File: src/rtl/math_adder_serial.sv
// math_adder_serial: bit-serial adder, one full-adder bit per clock, LSB first.
// Define MATH_ADDER_OVERFLOW_EN to add a registered signed-overflow output.
module math_adder_serial #(
   parameter int WIDTH = 8
) (
   input  logic             clk,
   input  logic             rst_n,
   input  logic             start,
   input  logic [WIDTH-1:0] A,
   input  logic [WIDTH-1:0] B,
   input  logic             carryIn,
   output logic             busy,
   output logic             done,
   output logic [WIDTH-1:0] sum,
   output logic             carryOut
`ifdef MATH_ADDER_OVERFLOW_EN
   ,
   output logic             overflow
`endif
);
   localparam logic [1:0] S_IDLE = 2'd0;
   localparam logic [1:0] S_ADD  = 2'd1;
   localparam logic [1:0] S_DONE = 2'd2;
   localparam int CW = (WIDTH > 2) ? $clog2(WIDTH) : 1;

   logic [1:0]       r_state;
   logic [WIDTH-1:0] r_a, r_b;
   logic [WIDTH-2:0] r_s;
   logic             r_c;
   logic [CW-1:0]    r_cnt;
   logic             w_s, w_c, w_last;
   logic [WIDTH-1:0] w_sh;

   assign w_s    = r_a[0] ^ r_b[0] ^ r_c;
   assign w_c    = (r_a[0] & r_b[0]) | (r_c & (r_a[0] ^ r_b[0]));
   assign w_last = r_cnt == CW'(WIDTH - 1);
   // new bit enters at the top; after the last bit w_sh is the full sum
   assign w_sh   = {w_s, r_s};
   assign busy   = r_state == S_ADD;
   assign done   = r_state == S_DONE;

   always_ff @(posedge clk or negedge rst_n) begin
      if (!rst_n) begin
         r_state  <= S_IDLE;
         r_a      <= '0;
         r_b      <= '0;
         r_s      <= '0;
         r_c      <= 1'b0;
         r_cnt    <= '0;
         sum      <= '0;
         carryOut <= 1'b0;
      end else if (r_state == S_IDLE) begin
         if (start) begin
            r_a     <= A;
            r_b     <= B;
            r_c     <= carryIn;
            r_s     <= '0;
            r_cnt   <= '0;
            r_state <= S_ADD;
         end
      end else if (r_state == S_ADD) begin
         r_a   <= r_a >> 1;
         r_b   <= r_b >> 1;
         r_c   <= w_c;
         r_s   <= w_sh[WIDTH-1:1];
         r_cnt <= r_cnt + CW'(1);
         if (w_last) begin
            r_state  <= S_DONE;
            sum      <= w_sh;
            carryOut <= w_c;
         end
      end else begin
         r_state <= S_IDLE;
      end
   end

`ifdef MATH_ADDER_OVERFLOW_EN
   logic r_ov;
   assign overflow = r_ov;
   // at the last bit r_c is the carry into the MSB, w_c the carry out of it
   always_ff @(posedge clk or negedge rst_n) begin
      if (!rst_n) r_ov <= 1'b0;
      else if (r_state == S_ADD && w_last) r_ov <= r_c ^ w_c;
   end
`endif
endmodule

File: config.mk
export PLATFORM = sky130hd
export DESIGN_NAME = math_adder_serial
export DESIGN_NICKNAME = d
export VERILOG_FILES = /design/src/rtl/math_adder_serial.sv
export SDC_FILE = /design/constraint.sdc
export NUM_CORES = 1
export LEC_CHECK = 0
export BUFFER_PORTS_ARGS = -buffer_cell sky130_fd_sc_hd__buf_2
export CORE_MARGIN = 8
export CORE_UTILIZATION = 60
export CTS_BUF_LIST = sky130_fd_sc_hd__clkbuf_2 sky130_fd_sc_hd__clkbuf_4 sky130_fd_sc_hd__clkbuf_8
export CTS_CLUSTER_DIAMETER = 150
export DETAILED_ROUTE_END_ITERATION = 6
export PLACE_DENSITY = 0.93
export SYNTH_ARGS = -nofsm -noshare
export SYNTH_HDL_FRONTEND = slang
export SYNTH_SLANG_ARGS = --single-unit
File: constraint.sdc
create_clock -name clk -period 3.3 [get_ports clk]
set_input_delay 0.66 -clock clk [delete_from_list [all_inputs] [get_ports clk]]
set_output_delay 0.66 -clock clk [all_outputs]
set_load 0.1 [all_outputs]
==> impl_metrics.py <==
metrics = {
    "power_and_ir_drop": {
        "switching_share_pct": 48.5,
        "leakage_nw": 0.900,
        "p_clk_share_pct": 11.8,
        "total_power_mw": 2.18,
        "p_comb_share_pct": 50.0,
        "seqPwrFrac_pct": 38.2,
        "p_sw_mw": 1.06,
        "intPower_mw": 1.12,
        "vdd_drop_max_uv": 1100,
        "p_per_area_nw_per_um2": 1140,
    },
    "logic_synthesis": {
        "synth_edf_count": 0,
        "netlist_top_cells_count": "dfrtp_1, nor3_1, o22ai_1, nor2_1",
        "synthesis.nets": 167,
        "yosysMostFrequentCell": "dfrtp_1",
        "ys_warn_count": 0,
        "synthArstFlopShare_pct": 100,
        "synth_flop_cell": "dfrtp_1",
        "synth-seq-cells": 38,
        "synth_cells": 144,
        "synth-seq-area-share_pct": 55.5,
        "yosysTopAreaCell": "dfrtp_1",
        "synth_cell_types": 23,
        "synth.area.top_cells": "dfrtp_1, mux2_4, nor3_1",
        "synthDominantCellAreaShare_pct": 55.5,
        "synth.avg_cell_area_sq_um": 11.9,
        "syn_area_sq_um": 1710,
    },
    "timing": {
        "finalSetupViolCount": 0,
        "slew_headroom_pct": 46.7,
        "clock.fmax_mhz": 368,
        "grt_setup_unrepaired": "false",
        "finalCritPeriodShare_pct": 82.4,
        "hold_viol": 0,
        "fin_skew_ns": 0.0149,
        "maxSlewViolCount": 0,
        "fin_ws_ns": 0.580,
        "min_period_ns": 2.72,
        "worst_slew_pin_slew_ns": 0.799,
        "finalSetupTns_ns": 0,
    },
    "clocking": {
        "clkTransAtPathRegs_ns": 0.12,
        "cts_tree": "done",
        "cts_buffer_depth": 2,
        "htree_num_levels": 2,
        "cts_setup_buffers": 0,
        "worst_skew_pair.late_latency_ns": 0.35,
        "post_cts_resized": 0,
        "postCtsHoldBufs": 0,
        "cts.sinks": 38,
        "cts_made_buffers": 5,
        "cts_root_buf": "clkbuf_4",
    },
    "die": {
        "die_x_um": 69.4,
        "rows": 19,
        "die_y_um": 69.4,
        "core_sq_um": 2730,
        "start_util_pct": 62.7,
        "dieArea_sq_um": 4820,
        "ios": 31,
    },
    "place": {
        "portBuffers": 30,
        "dpl.hpwl_mm": 2.35,
        "dpl_worst_slack_ns": 0.996,
        "gp_congestion": 0.773,
    },
    "grt": {
        "grt_first_pass_wirelength_mm": 5.60,
        "grt_max_degree": 39,
        "gr-total-overflow": 0,
        "grt.total_usage_pct": 14.2,
        "antenna_found_initial": 0,
        "grt_pass1_vias": 1192,
    },
    "detailed_routing": {
        "vias": 1223,
        "wl_per_cell_um": 16.4,
        "detail_route.first_pass.iterations": 4,
        "drc_errors": 0,
        "viasPerCell": 6.00,
        "ant_nets": 0,
        "wl_mm": 3.35,
        "drt_iter0_drc": 133,
    },
    "critical_path": {
        "r2r_slack_ns": 1.50,
        "cp_max_fo": 17,
        "rr_worst_depth": 4,
        "arrival_ns": 2.06,
        "rr_startpoint": "r_state[1]",
        "worstSetupPathType": "register to output port",
        "r2r-end": "sum[4]",
        "crit_start": "r_state[1]",
        "crit_path_end": "busy",
        "cp-start-kind": "register",
        "crit_required_ns": 2.64,
        "cp-end-kind": "output port",
    },
    "final_layout": {
        "fillCellCount": 181,
        "nNetsFinal": 195,
        "drive_gt1_share_pct": 30.1,
        "num_antenna_cells": 0,
        "area_growth_pct": 11.4,
    },
    "run_status": {
        "status": "completed",
    },
    "flow_run": {
        "drv_cap": 0,
    },
    "min_path": {
        "hp-class": "input pin to async pin",
    },
}
-- cell usage in the layout (no fill, tap or decap) --
| cell | synthesis | layout |
|---|---|---|
| nand2b_1 | 2 | 2 |
| inv_1 | 3 | 3 |
| dfrtp_1 | 38 | 38 |
| mux2i_1 | 1 | 1 |
| clkbuf_8 | 0 | 1 |
| a22o_1 | 9 | 9 |
| ha_1 | 2 | 2 |
| inv_8 | 1 | 1 |
| nor3_1 | 24 | 24 |
| fa_1 | 1 | 1 |
| clkinv_2 | 0 | 1 |
| o21ai_0 | 5 | 5 |
| buf_2 | 4 | 30 |
| o32ai_1 | 7 | 7 |
| mux2_4 | 9 | 9 |
| nand2_8 | 1 | 1 |
| buf_4 | 2 | 1 |
| or2_2 | 1 | 1 |
| clkbuf_4 | 0 | 5 |
| nand2_1 | 3 | 3 |
| nor2_1 | 10 | 10 |
| clkinvlp_4 | 0 | 1 |
| o22ai_1 | 15 | 15 |
| nor2b_1 | 1 | 1 |
| o21bai_2 | 1 | 1 |
-- flip-flops by register name (all words and copies together) (netlist names) --
name      cells
r_a           8
r_b           8
sum           8
r_s           7
r_cnt         3
r_state       2
carryOut      1
r_c           1
-- per-stage QoR --
step	instance area, sq um	util (%)	instances	hold WS [ns]
CTS	1910	69.8	204	0.397
floorplan	1710	-	144	0.364
global route	1910	69.8	204	0.447
finish	1910	69.8	204	0.382
detailed placement	1840	67.5	196	0.488
global placement	1840	67.5	196	0.487
-- layer usage --
metal	part of all wire, %	vias to the layer above	track usage [%]
met5	0	-	0
met4	2.7	0	9.11
met3	5.3	10	4.01
met2	47	39	21.8
met1	45	582	17.1
li1	-	592	-
-- cell families after synthesis --
logic type      count (synthesis)  synth area share, %
mux                            10                 8.47
simple gates                   42                 12.5
compound gates                 37                 15.8
buf+inv                        14                 5.11
fa+ha+maj                       3                 2.63
flops                          38                 55.5
-- worst max-delay path, cell delays in order (launching register included) --
cell	delay [ns]
dfrtp_1	0.46
nand2b_1	0.53
inv_8	0.26
buf_2	0.45
-- cell type report --
| type | count | area (sq um) | share of cell area (%) |
|---|---|---|---|
| Inverter | 4 | 22.5 | 1.18 |
| Tap cell | 31 | 38.8 | 2.03 |
| Clock buffer | 6 | 51.3 | 2.69 |
| Clock inverter | 2 | 12.5 | 0.656 |
| Timing Repair Buffer | 31 | 158 | 8.26 |
| Sequential cell | 38 | 951 | 49.8 |
| Multi-Input combinational cell | 92 | 674 | 35.3 |
-- worst min path at each step --
stage,end,slack (ns),cells past startpoint
final,r_b[3],0.38,1
after global routing,r_s[6],0.45,1
after CTS,sum[0],0.40,1
after detailed placement,sum[5],0.49,1
after global placement,sum[2],0.49,1
after floorplan,carryOut,0.36,0
-- power groups by stage --
stage | registers [mW] | clock network [mW] | logic (mW)
2_1_floorplan | 1.16 | 0 | 0.594
3_3_place_gp | 0.822 | 0 | 1.06
3_5_place_dp | 0.842 | 0 | 1.09
4_1_cts | 0.831 | 0.261 | 1.09
5_1_grt | 0.857 | 0.285 | 1.16
6_report | 0.833 | 0.256 | 1.09
Note: power is estimated with default switching activity, not from simulation.
